**src/rtl/spi_reg_pkg.sv**
```systemverilog
// Shared types for the SPI command sequencer: FSM state encoding and command fields.
package spi_reg_pkg;

  typedef enum logic [2:0] {
    S_IDLE,
    S_CMD,
    S_WR,
    S_RD,
    S_RD_WAIT
  } state_t;

  localparam int unsigned CMD_RD_BIT = 7;

endpackage

```
**src/rtl/sync_ff.sv**
```systemverilog
// Multi-flop synchronizer for a single async level; resets to 1 (inactive chip select).
module sync_ff #(
  parameter int unsigned STAGES = 2
) (
  input  logic i_Clk,
  input  logic i_Rst,
  input  logic i_D,
  output logic o_Q
);

  logic [STAGES-1:0] ff;

  always_ff @(posedge i_Clk or posedge i_Rst) begin
    if (i_Rst) ff <= '1;
    else       ff <= {ff[STAGES-2:0], i_D};
  end

  assign o_Q = ff[STAGES-1];

endmodule

```
**src/rtl/spi_reg_ctrl.sv**
```systemverilog
// Command sequencer between an SPI slave byte interface and a register bank:
// first byte of each CS_n frame is {rd, addr}; following bytes stream with address auto-increment.
module spi_reg_ctrl
  import spi_reg_pkg::*;
#(
  parameter int unsigned ADDR_W      = 7,
  parameter logic [7:0]  STATUS_BYTE = 8'hA5,
  parameter int unsigned SYNC_STAGES = 2
) (
  input  logic              i_Clk,
  input  logic              i_Rst,
  input  logic              i_SPI_CS_n,
  input  logic              i_RX_DV,
  input  logic [7:0]        i_RX_Byte,
  output logic              o_TX_DV,
  output logic [7:0]        o_TX_Byte,
  output logic              o_Reg_Wr_En,
  output logic              o_Reg_Rd_En,
  output logic [ADDR_W-1:0] o_Reg_Addr,
  output logic [7:0]        o_Reg_Wr_Data,
  input  logic [7:0]        i_Reg_Rd_Data,
  output logic              o_Busy
);

  logic cs_s, cs_s_d, cs_fall, cs_rise;

  sync_ff #(.STAGES(SYNC_STAGES)) u_cs_sync (
    .i_Clk (i_Clk),
    .i_Rst (i_Rst),
    .i_D   (i_SPI_CS_n),
    .o_Q   (cs_s)
  );

  always_ff @(posedge i_Clk or posedge i_Rst) begin
    if (i_Rst) cs_s_d <= 1'b1;
    else       cs_s_d <= cs_s;
  end

  assign cs_fall = cs_s_d & ~cs_s;
  assign cs_rise = ~cs_s_d & cs_s;

  state_t            state, state_nxt;
  logic [ADDR_W-1:0] addr, addr_nxt;
  logic              boot;
  logic              tx_dv_nxt, wr_en_nxt, rd_en_nxt, busy_nxt;
  logic [7:0]        tx_byte_nxt, wr_data_nxt;
  logic [ADDR_W-1:0] reg_addr_nxt;

  // State, address counter and registered outputs
  always_ff @(posedge i_Clk or posedge i_Rst) begin
    if (i_Rst) begin
      state         <= S_IDLE;
      addr          <= '0;
      boot          <= 1'b1;
      o_TX_DV       <= 1'b0;
      o_TX_Byte     <= 8'h00;
      o_Reg_Wr_En   <= 1'b0;
      o_Reg_Rd_En   <= 1'b0;
      o_Reg_Addr    <= '0;
      o_Reg_Wr_Data <= 8'h00;
      o_Busy        <= 1'b0;
    end else begin
      state         <= state_nxt;
      addr          <= addr_nxt;
      boot          <= 1'b0;
      o_TX_DV       <= tx_dv_nxt;
      o_TX_Byte     <= tx_byte_nxt;
      o_Reg_Wr_En   <= wr_en_nxt;
      o_Reg_Rd_En   <= rd_en_nxt;
      o_Reg_Addr    <= reg_addr_nxt;
      o_Reg_Wr_Data <= wr_data_nxt;
      o_Busy        <= busy_nxt;
    end
  end

  always_comb begin
    state_nxt    = state;
    addr_nxt     = addr;
    tx_dv_nxt    = 1'b0;
    tx_byte_nxt  = o_TX_Byte;
    wr_en_nxt    = 1'b0;
    rd_en_nxt    = 1'b0;
    reg_addr_nxt = o_Reg_Addr;
    wr_data_nxt  = o_Reg_Wr_Data;

    case (state)
      S_IDLE: begin
        if (cs_fall) state_nxt = S_CMD;
      end
      S_CMD: begin
        if (i_RX_DV) begin
          addr_nxt = i_RX_Byte[ADDR_W-1:0];
          if (i_RX_Byte[CMD_RD_BIT]) begin
            rd_en_nxt    = 1'b1;
            reg_addr_nxt = i_RX_Byte[ADDR_W-1:0];
            state_nxt    = S_RD_WAIT;
          end else begin
            state_nxt = S_WR;
          end
        end
      end
      S_WR: begin
        if (i_RX_DV) begin
          wr_en_nxt    = 1'b1;
          reg_addr_nxt = addr;
          wr_data_nxt  = i_RX_Byte;
          addr_nxt     = addr + ADDR_W'(1);
        end
      end
      S_RD_WAIT: begin
        tx_dv_nxt   = 1'b1;
        tx_byte_nxt = i_Reg_Rd_Data;
        addr_nxt    = addr + ADDR_W'(1);
        state_nxt   = S_RD;
      end
      S_RD: begin
        if (i_RX_DV) begin
          rd_en_nxt    = 1'b1;
          reg_addr_nxt = addr;
          state_nxt    = S_RD_WAIT;
        end
      end
      default: state_nxt = S_IDLE;
    endcase

    // Frame end aborts after the current byte; the status load replaces any pending read data
    if (state != S_IDLE && cs_rise) state_nxt = S_IDLE;
    if (boot || (state != S_IDLE && state_nxt == S_IDLE)) begin
      tx_dv_nxt   = 1'b1;
      tx_byte_nxt = STATUS_BYTE;
    end

    busy_nxt = (state_nxt != S_IDLE);
  end

endmodule

```
**config.mk**
```make
export PLATFORM = sky130hd
export DESIGN_NAME = spi_reg_ctrl
export DESIGN_NICKNAME = d
export VERILOG_FILES = /design/src/rtl/spi_reg_pkg.sv /design/src/rtl/sync_ff.sv /design/src/rtl/spi_reg_ctrl.sv
export SDC_FILE = /design/constraint.sdc
export NUM_CORES = 1
export LEC_CHECK = 0
export BUFFER_PORTS_ARGS = -buffer_cell sky130_fd_sc_hd__buf_2
export CAP_MARGIN = 15
export CORE_MARGIN = 10
export CORE_UTILIZATION = 28
export DETAILED_ROUTE_END_ITERATION = 8
export GPL_TIMING_DRIVEN = 0
export SLEW_MARGIN = 5
export SYNTH_ARGS = -nofsm -noshare
export SYNTH_HDL_FRONTEND = slang
export SYNTH_SLANG_ARGS = --single-unit
export TNS_END_PERCENT = 100
```
**constraint.sdc**
```tcl
create_clock -name i_Clk -period 1.7 [get_ports i_Clk]
set_input_delay 0.17 -clock i_Clk [delete_from_list [all_inputs] [get_ports i_Clk]]
set_output_delay 0.17 -clock i_Clk [all_outputs]
set_load 0.02 [all_outputs]
```
* Yosys cells after proc, flatten, opt, wreduce, memory -nomap -nowiden
Index checks and enable logic that the tools add are counted.
** Word-level totals
- Flip-flop bits (word level) :: 41
- Input port bits :: 20
- Output and inout bits :: 27
** Cells by class
- $add $sub $neg :: 1
- Eq/ne operators :: 8
- Multiplexer cells :: 22
- Bitwise logic cells :: 4
- Reductions and logical operators :: 14
** Operator list (count)
- 2-to-1 mux 7 bit :: 5
- one-hot mux 7 bit (3 select lines) :: 1
- 2-to-1 mux 8 bit :: 2
- 2-to-1 mux 3 bit :: 5
- one-hot mux 3 bit (5 select lines) :: 1
- one-hot mux 7 bit (2 select lines) :: 1
- nonzero test 3 bit :: 3
- adder 7 x 1 -> 7 bit (second input constant) :: 1
- equality test 3 x 2 -> 1 bit (second input constant) :: 2
- logical NOT 3 bit :: 2
- 2-to-1 mux 1 bit :: 6
- inequality test 2 bit (second input constant) :: 3
- AND reduction 4 bit :: 1
- nonzero test 2 bit :: 2
- equality test 3 x 1 -> 1 bit (second input constant) :: 1
- equality test 3 bit (second input constant) :: 1
- AND reduction 3 bit :: 1
- bitwise AND 1 bit :: 2
- logical AND 1 bit :: 2
- inequality test 2 x 1 -> 1 bit (second input constant) :: 1
- inverter 1 bit :: 2
- one-hot mux 1 bit (2 select lines) :: 1
- AND reduction 2 bit :: 1
- OR reduction 2 bit :: 1
- logical OR 1 bit :: 1

* Logic depth before layout (Yosys ltp)
Gate-level depths: netlist of the first run.
- Depth after elaboration :: 9
- Mapped depth :: 6

* Modules after synthesis
A second synthesis of the first run with hierarchy kept.
** Unflattened totals
- Cell total of the unflattened synthesis :: 178
- Area, all modules :: 1889.3 sq um
** By module, submodules not included
- spi_reg_ctrl :: times used 1, cells each 175, area an instance 1833.0 sq um, sequential area each 978.4 sq um
- sync_ff :: times used 1, cells each 3, area an instance 56.3 sq um, sequential area each 52.6 sq um

* Worst setup path after synthesis of the first run
Ideal clock, no wire load.
- Path kind :: reg2reg
- From :: register state[2]
- To :: register o_Reg_Wr_Data[0]
- Library setup time :: 0.125 ns
- Arrival :: 1.376 ns
- Setup slack :: 0.199 ns
- Stages on the path, launching flop included :: 6
- Clock period less this slack :: 1.501 ns
- Cell sequence :: dfrtp_1 -> buf_4 -> nor2b_1 -> and3b_2 -> buf_4 -> mux2_2
** Between the ends
- Word-level cells in the longest chain between the ends :: 2
** Ends and longest elaborated chain
- start, declared :: line spi_reg_ctrl.sv:42 : state_t state, state_nxt;
- start signal, assigned :: line spi_reg_ctrl.sv:63 : state <= state_nxt;
- equality test 3 x 2 -> 1 bit :: line spi_reg_ctrl.sv:86 : case (state)
- AND reduction 2 bit (no source line)
- end signal, assigned :: line spi_reg_ctrl.sv:71 : o_Reg_Wr_Data <= wr_data_nxt;
- end, declared :: line spi_reg_ctrl.sv:20 : output logic [7:0] o_Reg_Wr_Data,
No other way between the ends.
A chain may end at the register's enable or synchronous reset.

* Worst setup path in the final report of the first run
- From :: register state[2]
- To :: register o_Reg_Wr_Data[7]
The elaborated chain is that of the path after synthesis.

==> results of run 1 <==
==> report_power, final <==
part           switching (mW)  leakage (nW)  internal (mW)
Sequential              0.185         0.489           1.31
Clock                   0.328        0.0455          0.331
Combinational            1.06         0.614          0.764
==> cell families (layout without fill, tap and decap cells) <==
| family | Yosys count | in the layout | synth area share [%] |
|---|---|---|---|
| other | 1 | 1 | 0.198 |
| xor gates and xnor gates | 1 | 1 | 0.463 |
| adders and majority gates | 2 | 2 | 1.26 |
| DFF | 41 | 41 | 54.5 |
| and+or+nand+nor | 63 | 63 | 16.2 |
| buffers and inverters | 13 | 70 | 3.70 |
| muxes | 20 | 20 | 11.1 |
| AOI/OAI and AO/OA | 36 | 36 | 12.6 |
==> registers in the layout, indices dropped and copies added, names as in the netlist <==
register / flops
o_Busy: 1
o_TX_DV: 1
o_Reg_Wr_Data: 8
u_cs_sync.ff: 2
boot: 1
addr: 7
state: 3
o_Reg_Rd_En: 1
o_TX_Byte: 8
o_Reg_Addr: 7
cs_s_d: 1
o_Reg_Wr_En: 1
==> final timing paths <==
path                                           start                            to  slack (ps)  cells past startpoint
min in group asynchronous                      i_Rst  o_Reg_Wr_Data[6]$_DFFE_PP0P_         440                      3
setup reg to reg                  state[2]$_DFF_PP0_  o_Reg_Wr_Data[7]$_DFFE_PP0P_         140                      5
setup / recovery                  state[2]$_DFF_PP0_  o_Reg_Wr_Data[7]$_DFFE_PP0P_         140                      5
hold / removal                      i_Reg_Rd_Data[2]      o_TX_Byte[2]$_DFFE_PP0P_          90                      3
max in group asynchronous                      i_Rst                boot$_DFF_PP1_         720                      4
hold reg to reg            u_cs_sync.ff[0]$_DFF_PP1_     u_cs_sync.ff[1]$_DFF_PP1_         360                      0
==> stage by stage <==
stage | util (%) | worst slack (ps) | std cells | TNS (ps)
3_5_place_dp | 34.8 | 20.4 | 301 | 0
2_1_floorplan | - | 199 | 177 | 0
3_3_place_gp | 34.4 | -23.2 | 300 | -797
4_1_cts | 36.5 | 16.7 | 311 | 0
5_1_grt | 36.9 | 37.8 | 311 | 0
6_report | 36.9 | 145 | 311 | 0
==> layout by cell type, fill, tap and decap left out, types with 2 or more instances in the layout <==
cell           count
o21ai_0           11
mux2i_1           12
nor2_1            11
nor3_1             2
dfstp_2            4
a21oi_2            5
nand2b_4           2
buf_2             48
a21oi_1            7
mux2_2             8
inv_1              5
o21a_1             2
nand2_1           31
or2_4              2
clkbuf_1           3
nand3_1            6
clkbuf_8           6
dfrtp_1           37
dlygate4sd3_1      2
o22ai_1            2
buf_4              3
==> worst max-delay path: cells and delay by family, from the launching register on <==
kind / cells / cell delay (ps)
buffers and inverters: 2 / 370
DFF: 1 / 360
muxes: 1 / 350
and+or+nand+nor: 2 / 360
==> area by class of cell <==
cell class	instances	area, um2	share of cell area, %
sequential	41	1030	43.3
multi-input combinational	123	818	34.3
timing repair buffer	49	278	11.7
tap	77	96.3	4.04
clock buffer	8	90.1	3.78
buffer	7	47.5	1.99
inverter	6	22.5	0.945
==> metal layers <==
metal	wire [um]	track usage, %	vias to the layer above
li1	-	-	715
met1	2030	10.7	637
met2	2110	14.5	19
met3	110	1.82	7
met4	108	5.21	0
met5	0	0	-
==> repair_timing <==
item	in CTS	in global routing
endpoints found under the hold margin	17	0
hold buffers	2	0
resized for setup	0	6
setup endpoints to repair	0	26
==> impl_metrics.tcl, run 1 <==
set metrics [dict create \
    first_iter_violations 43 \
    grt_pass1_vias 1468 \
    cp_max_fo 10 \
    critPathLaunchType "register" \
    post-route-period-util_pct 91.5 \
    fmax_ghz 0.643 \
    synth_area_leaders "dfrtp_1 (49%), mux2i_1 (6.3%), nand2_1 (6.1%)" \
    n_fill_cell 656 \
    synthArstFlopShare_pct 100 \
    critical_path_class "reg -> reg" \
    yosysUniqueCellTypes 39 \
    synth_common_cells "dfrtp_1 (37), nand2_1 (31), mux2i_1 (12), nor2_1 (12), o21ai_0 (11)" \
    dp_hpwl_mm 3.32 \
    cts_made_buffers 5 \
    grt_start_max_net_pins 23 \
    routed_wirelength_mm 4.36 \
    final_area_mm2 0.00238 \
    clkTransAtPathRegs_ps 70 \
    seq_area_frac_synth_pct 54.5 \
    cts.sinks 41 \
    dieArea_mm2 0.0105 \
    synth_fp_nets 198 \
    grt_antenna_before_repair 0 \
    io_pins 47 \
    drc 0 \
    drive_gt1_share_pct 38.5 \
    crit_slowest_cell "dfrtp_1" \
    vias_per_cell 4.43 \
    grt_use_total_pct 8.89 \
    worst_setup_path_end_kind "register" \
    overflow 0 \
    setup_viol 0 \
    cts_tree "yes" \
    synthFlopType "dfrtp_1" \
    synth_enable_flop_cells 0 \
    cts-root-buf "clkbuf_8" \
    fp.coreArea_mm2 0.00646 \
    worst_skew_pair.late_latency_ps 300 \
    fp.dieW_um 102 \
    avgSynthCellArea_um2 10.7 \
    maxSlewViolCount 0 \
    postCtsSetupBuffers 0 \
    timing.final.crit_period_ps 1560 \
    drt-pass1-iter-count 4 \
    via_count 1378 \
    maxCapViolations 0 \
    yosysMostFrequentCell "dfrtp_1" \
    synthesis.area_mm2 0.00189 \
    cp.arrival_ps 1730 \
    hp-class "in -> reg" \
    cp_cell_sequence "buf_4, nor2b_4, and3b_2, buf_4, mux2_2" \
    area_growth_pct 25.9 \
    start_util_pct 29.3 \
    cts-htree-levels 2 \
    gp_congestion 0.755 \
    yosys_warnings 0 \
    final_nets 254 \
    placedInstanceArea_mm2 0.00225 \
    rsz0062_at_grt "no" \
    diodes 0 \
    rows 29 \
    synthCells 177 \
    clk_path_buf_depth 2 \
    power.density_mw_per_mm2 1670 \
    synth_top_area_cell "dfrtp_1" \
    status "complete, no violations" \
    worstPathRequired_ps 1880 \
    hold_viol_final 0 \
    power_leakage_nw 1.15 \
    ant_nets 0 \
    irDropWorstVdd_mv 0.536 \
    grt_pass1_wl_mm 7.30 \
    yosys_register_bits 41 \
    skew_ps 9.67 \
    synth_top_cell_area_share_pct 48.9 \
    holdWs_ps 86.6 \
    cp_slowest_stage_delay_ps 360 \
    port_buffers 46 \
    path_common_cell "buf_4" \
    wire_per_inst_um 14.0 \
    p_total_mw 3.98 \
    fp.dieH_um 102 \
]
(Power assumes the default switching activity.)
==> run 2, diff against run 1 <==
Settings changed: SYNTH_HIERARCHICAL set to 1.
==> run 2 against run 1 <==
Net effect:
- wire length down 2.5%
- fmax decreased by 2.1%
- critical endpoint unchanged
- sequential power about the same
- global-route usage is 0.22 points lower
- clock power grew 7.6%
- non-clock buffer count grew 2
- total power fell by 0.30%
- sequential cell count unchanged
- register-to-register slack worse by 30 ps
- utilization shrank 0.078 points
- clock skew grew 1.2 ps
- combinational power is 3% lower
==> impl_metrics.tcl, run 2 <==
set metrics [dict create \
    status "complete, no violations" \
    fin_cells 313 \
    holdWs_ps 85.5 \
    grt_start_max_net_pins 21 \
    cts.sinks 41 \
    cts_tree "yes" \
    io_pins 47 \
    synth_enable_flop_cells 0 \
    diodes 0 \
    rsz0062_at_grt "no" \
    irDropWorstVdd_mv 0.519 \
    cp.arrival_ps 1760 \
    synth_top_cell_area_share_pct 49.0 \
    rows 29 \
    fp.dieH_um 102 \
    ant_nets 0 \
    cts-root-buf "clkbuf_8" \
    vias_per_cell 4.52 \
    fmax_ghz 0.629 \
    fp.dieW_um 102 \
    placedInstanceArea_mm2 0.00224 \
    r2r_cells 5 \
    drive_gt1_share_pct 39.0 \
    power_leakage_nw 1.15 \
    p_total_mw 3.97 \
    area_growth_pct 25.9 \
    worstPathRequired_ps 1870 \
    synthCells 178 \
    yosysMostFrequentCell "dfrtp_1" \
    place_ws_ps -13.1 \
    skew_ps 10.9 \
    whs_path_depth 3 \
    yosys_warnings 6 \
    synth_fp_nets 199 \
    hold_viol_final 0 \
    avgSynthCellArea_um2 10.6 \
    seq_area_frac_synth_pct 54.6 \
    start_util_pct 29.3 \
    post-route-period-util_pct 93.5 \
    hp-class "in -> reg" \
    drt-pass1-iter-count 4 \
    yosysUniqueCellTypes 34 \
    dieArea_mm2 0.0104 \
    final_common_cell "buf_2" \
    fp.coreArea_mm2 0.00646 \
    worst_setup_path_end_kind "register" \
    maxCapViolations 0 \
    slew_headroom_pct 66.8 \
    cts_made_buffers 5 \
    overflow 0 \
    power.density_mw_per_mm2 1670 \
    grt_antenna_before_repair 0 \
    final_nets 256 \
    clkTransAtPathRegs_ps 80 \
    clk_path_buf_depth 2 \
    worst_pin_slew_ps 498 \
    synth_top_area_cell "dfrtp_1" \
    synth_common_cells "dfrtp_1 (37), nand2_1 (32), nor2_1 (11)" \
    synthFlopType "dfrtp_1" \
    drc 0 \
    regToRegSetupSlack_ps 110 \
    synthArstFlopShare_pct 100 \
    dp_hpwl_mm 3.27 \
    maxSlewViolCount 0 \
    gp_congestion 0.793 \
    cp_max_fo 10 \
    synthesis.area_mm2 0.00189 \
    port_buffers 46 \
    top_regs "o_Reg_Wr_Data (8), o_TX_Byte (8)" \
    finalSetupTns_ps 0 \
    yosys_register_bits 41 \
    fin_ws_ps 111 \
    dp.cells 302 \
    critPathLaunchType "register" \
    final_area_mm2 0.00238 \
    grt_pass1_vias 1509 \
    grt_use_total_pct 8.68 \
    cts-htree-levels 2 \
    fin_util_pct 36.8 \
    grt_pass1_wl_mm 7.20 \
    timing.final.crit_period_ps 1590 \
    wire_per_inst_um 13.6 \
    worst_skew_pair.late_latency_ps 290 \
    setup_viol 0 \
    critical_path_class "reg -> reg" \
    synth_area_leaders "dfrtp_1 (49%), nand2_1 (6.4%), mux2_2 (6.0%)" \
    via_count 1414 \
    layout_common_cells "buf_2 (47), dfrtp_1 (37), nand2_1 (32)" \
    first_iter_violations 52 \
    routed_wirelength_mm 4.25 \
]
-- run 2: cell types whose count changed in the layout (fill, tap and decap cells not counted), moves of 2 or more --
cell      change
clkbuf_1      -3
mux2i_1       -3
o22a_1        +2
o21ai_0       -3
buf_4         +2
nand2b_4      -2
nor3b_1       +4
mux2_2        +2
nand2b_1      +2
or2_2         +2
-- run 2: critical path, stage by stage (launching register included) --
cell and delay (ps):
dfrtp_1 360, buf_4 160, nand2b_1 180, nor3b_1 210
buf_4 220, mux2_2 350
-- run 2: worst paths after layout --
kind | from | endpoint
max | state[2]$_DFF_PP0_ | o_Reg_Wr_Data[7]$_DFFE_PP0P_
min in group asynchronous | i_Rst | o_Reg_Wr_Data[0]$_DFFE_PP0P_
max in group asynchronous | i_Rst | cs_s_d$_DFF_PP1_
min | i_Reg_Rd_Data[5] | o_TX_Byte[5]$_DFFE_PP0P_
max reg2reg | state[2]$_DFF_PP0_ | o_Reg_Wr_Data[7]$_DFFE_PP0P_
min reg2reg | u_cs_sync/ff[0]$_DFF_PP1_ | u_cs_sync/ff[1]$_DFF_PP1_
-- run 2: cell families (layout without fill, tap and decap cells) --
| kind of cell | count (synthesis) | count (layout) | synth area share (%) |
|---|---|---|---|
| compound gates | 32 | 32 | 11.1 |
| xor+xnor | 1 | 1 | 0.464 |
| fa+ha+maj | 2 | 2 | 1.26 |
| buf+inv | 15 | 73 | 4.50 |
| flops | 41 | 41 | 54.6 |
| mux | 19 | 19 | 10.7 |
| other cells | 1 | 1 | 0.198 |
| simple gates | 67 | 67 | 17.2 |
-- run 2: timing repair --
item	CTS	global route
setup endpoints to repair	1	14
hold buffers	2	0
buffers inserted	1	0
pin swaps	1	0
resized for setup	0	5
hold endpoints to repair	22	0
-- run 2: per-layer routing --
metal	global-route usage, %	routed length [um]	vias up
met2	14.0	1980	31
li1	-	-	722
met5	0	0	-
met4	2.60	44	0
met3	3.37	313	6
met1	10.5	1910	655
-- run 2: where the power goes --
group / internal [mW] / switching [mW]
registers: 1.31 / 0.182
logic: 0.756 / 1.01
clock network: 0.367 / 0.342
total: 2.43 / 1.53
-- run 2: cell type report --
class                   count  area, um2
plain buffers               8       62.6
repair buffers             50        285
flip-flops and latches     41       1030
well taps                  77       96.3
inverters                   7       26.3
multi-input cells         122        776
clock inverters             1       5.00
fillers                   663       4080
clock buffers               7       96.3
==> run 3, diff against run 2 <==
Settings changed: ABC_AREA set to 1, GPL_TIMING_DRIVEN 0 to unset.
==> run 3 against run 2 <==
Net effect:
- die area rose by 4.5%
- total power increased by 3.2%
- critical path depth is the same
- utilization decreased by 1.5 points
- via count up 22%
- largest power group unchanged
- cell area increased by 2.1%
- final cell count is 28% higher
- clock power fell by 15%
- count of clock-buffer cells in the layout is 1 higher
- sequential power up 4%
==> impl_metrics.tcl, run 3 <==
set metrics [dict create \
    vias_per_cell 4.31 \
    yosys.area_share.simple_pct 29.5 \
    synthesis.area_mm2 0.00199 \
    synth_top_cell_area_share_pct 46.4 \
    dp_hpwl_mm 3.69 \
    synth-compound-area-share_pct 8.47 \
    grt_antenna_before_repair 0 \
    crit_family "flip-flops" \
    final_area_mm2 0.00243 \
    whs_path_depth 3 \
    fp.dieH_um 104 \
    cts_tree "yes" \
    setup_viol 0 \
    seq_area_frac_synth_pct 51.7 \
    synth-xor-area-share_pct 0.439 \
    yosysMostFrequentCell "nand2_1" \
    first_iter_violations 59 \
    rows 30 \
    yosys_register_bits 41 \
    fin_ws_ps 179 \
    hp-class "in -> reg" \
    io_pins 47 \
    synthArstFlopShare_pct 100 \
    muxShareOfSynthArea_pct 0 \
    synth_common_cells "nand2_1 (83), dfrtp_1 (37), inv_1 (30)" \
    cp_max_fo 9 \
    crit-reg2reg-launch "state[2]$_DFF_PP0_" \
    drc 0 \
    via_count 1728 \
    worst-path-buf-inv 2 \
    cts-root-buf "clkbuf_8" \
    gp_congestion 0.833 \
    grt_pass1_vias 1773 \
    grt_use_total_pct 9.30 \
    routed_wirelength_mm 4.86 \
    clk_path_buf_depth 2 \
    dieArea_mm2 0.0109 \
    synth_area_leaders "dfrtp_1 (46%), nand2_1 (16%), nand3_1 (6.8%)" \
    cts.sinks 41 \
    start_util_pct 29.0 \
    wire_per_inst_um 12.1 \
    worst_skew_pair.late_latency_ps 290 \
    r2r_end "o_TX_Byte[0]$_DFFE_PP0P_" \
    skew_ps 7.62 \
    critPathLaunchType "register" \
    status "complete, no violations" \
    worst_pin_slew_ps 500 \
    overflow 0 \
    final_nets 325 \
    synth_fp_nets 271 \
    r2r_cells 5 \
    worstPathRequired_ps 1860 \
    post-route-period-util_pct 89.5 \
    cts-htree-levels 2 \
    irDropWorstVdd_mv 0.560 \
    min_to "o_TX_Byte[6]$_DFFE_PP0P_" \
    diodes 0 \
    avgSynthCellArea_um2 7.98 \
    fp.dieW_um 104 \
    worst_setup_path_end_kind "register" \
    timing.final.crit_period_ps 1520 \
    hold_viol_final 0 \
    final_common_cell "nand2_1" \
    synthFlopType "dfrtp_1" \
    critical_path_class "reg -> reg" \
    clkTransAtPathRegs_ps 70 \
    drt-pass1-iter-count 4 \
    grt_pass1_wl_mm 8.44 \
    slew_headroom_pct 66.6 \
    synth_top_area_cell "dfrtp_1" \
    drive_gt1_share_pct 23.9 \
    finalSetupTns_ps 0 \
    crit_slowest_cell "dfrtp_1" \
    port_buffers 46 \
    post_cts_resize_count 0 \
    cp_cell_sequence "buf_4, o21ai_2, nand3b_1, inv_1, o21ai_0" \
    placedInstanceArea_mm2 0.00233 \
    ant_nets 0 \
    yosys_warnings 6 \
    fmax_ghz 0.657 \
    cp.arrival_ps 1690 \
    cts_made_buffers 5 \
    regToRegSetupSlack_ps 180 \
    maxSlewViolCount 0 \
    synthCells 250 \
    fp.coreArea_mm2 0.00687 \
    maxCapViolations 0 \
    power_leakage_nw 1.30 \
    hp-start "i_Reg_Rd_Data[6]" \
    synth_fa_ha_area_share_pct 0.627 \
    power.density_mw_per_mm2 1690 \
    place_ws_ps 212 \
    layout_common_cells "nand2_1 (83), buf_2 (46), dfrtp_1 (37)" \
    rsz0062_at_grt "no" \
    top_regs "o_Reg_Wr_Data (8), o_TX_Byte (8)" \
    synth_enable_flop_cells 0 \
    cp_slowest_stage_delay_ps 470 \
    yosysUniqueCellTypes 25 \
    synth_top_family_by_area "simple AND/OR/NAND/NOR gates" \
    area_growth_pct 21.8 \
    grt_start_max_net_pins 40 \
]
==> run 3: power breakdown <==
group	internal, mW	switching (mW)	total, mW
clock	0.292	0.314	0.606
sequential	1.31	0.241	1.55
combinational	0.638	1.30	1.93
==> run 3: final cells by class <==
class                      instances  area, um2
sequential                        41       1030
clock buffer                       8       80.1
inverter                          34        128
multi-input combinational        169        782
fill                             732       4440
tap                               96        120
timing repair buffer              53        288
==> run 3: through the flow <==
step           utilization [%]  cells  hold WS [ps]  total power, mW
5_1_grt                   35.4    401           145             4.50
3_3_place_gp              33.9    391           204             3.50
3_5_place_dp              33.9    391           209             3.53
2_1_floorplan                -    250          81.5             2.99
6_report                  35.4    401           139             4.09
4_1_cts                   35.4    401           131             4.15
==> run 3: worst reg2reg max path, cell delays in order (launching register included) <==
cell	delay (ps)
dfrtp_1	470
buf_4	210
o21ai_2	200
nand3b_1	220
inv_1	190
o21ai_0	110
==> run 3: how the worst max path moves through the flow <==
| stage | startpoint | endpoint | slack [ps] | cells after the start |
|---|---|---|---|---|
| finish | state[2]$_DFF_PP0_ | o_TX_Byte[0]$_DFFE_PP0P_ | 180 | 5 |
| global route | state[0]$_DFF_PP0_ | addr[0]$_DFFE_PP0P_ | 70 | 7 |
| global placement | state[2]$_DFF_PP0_ | o_TX_Byte[7]$_DFFE_PP0P_ | 240 | 5 |
| detailed placement | state[2]$_DFF_PP0_ | o_TX_Byte[0]$_DFFE_PP0P_ | 210 | 5 |
| floorplan | state[1]$_DFF_PP0_ | o_TX_Byte[0]$_DFFE_PP0P_ | 420 | 7 |
| CTS | state[2]$_DFF_PP0_ | o_TX_Byte[0]$_DFFE_PP0P_ | 180 | 5 |
==> run 3: per-layer routing <==
metal	wire (um)	global-route usage (%)
met4	62	3.28
met3	353	3.59
met2	2040	14.0
met5	0	0
met1	2400	11.8
==> run 3: cell families after synthesis <==
logic type                 after synthesis
xor gates and xnor gates                 1
and+or+nand+nor                        133
other                                    1
buffers and inverters                   40
adders and majority gates                1
DFF                                     41
AOI/OAI and AO/OA                       33
==> run 3: what timing repair did <==
action,CTS,global route
endpoints found under the setup margin,0,0
hold endpoints to repair,3,0
hold buffers,2,0
buffers inserted,0,0
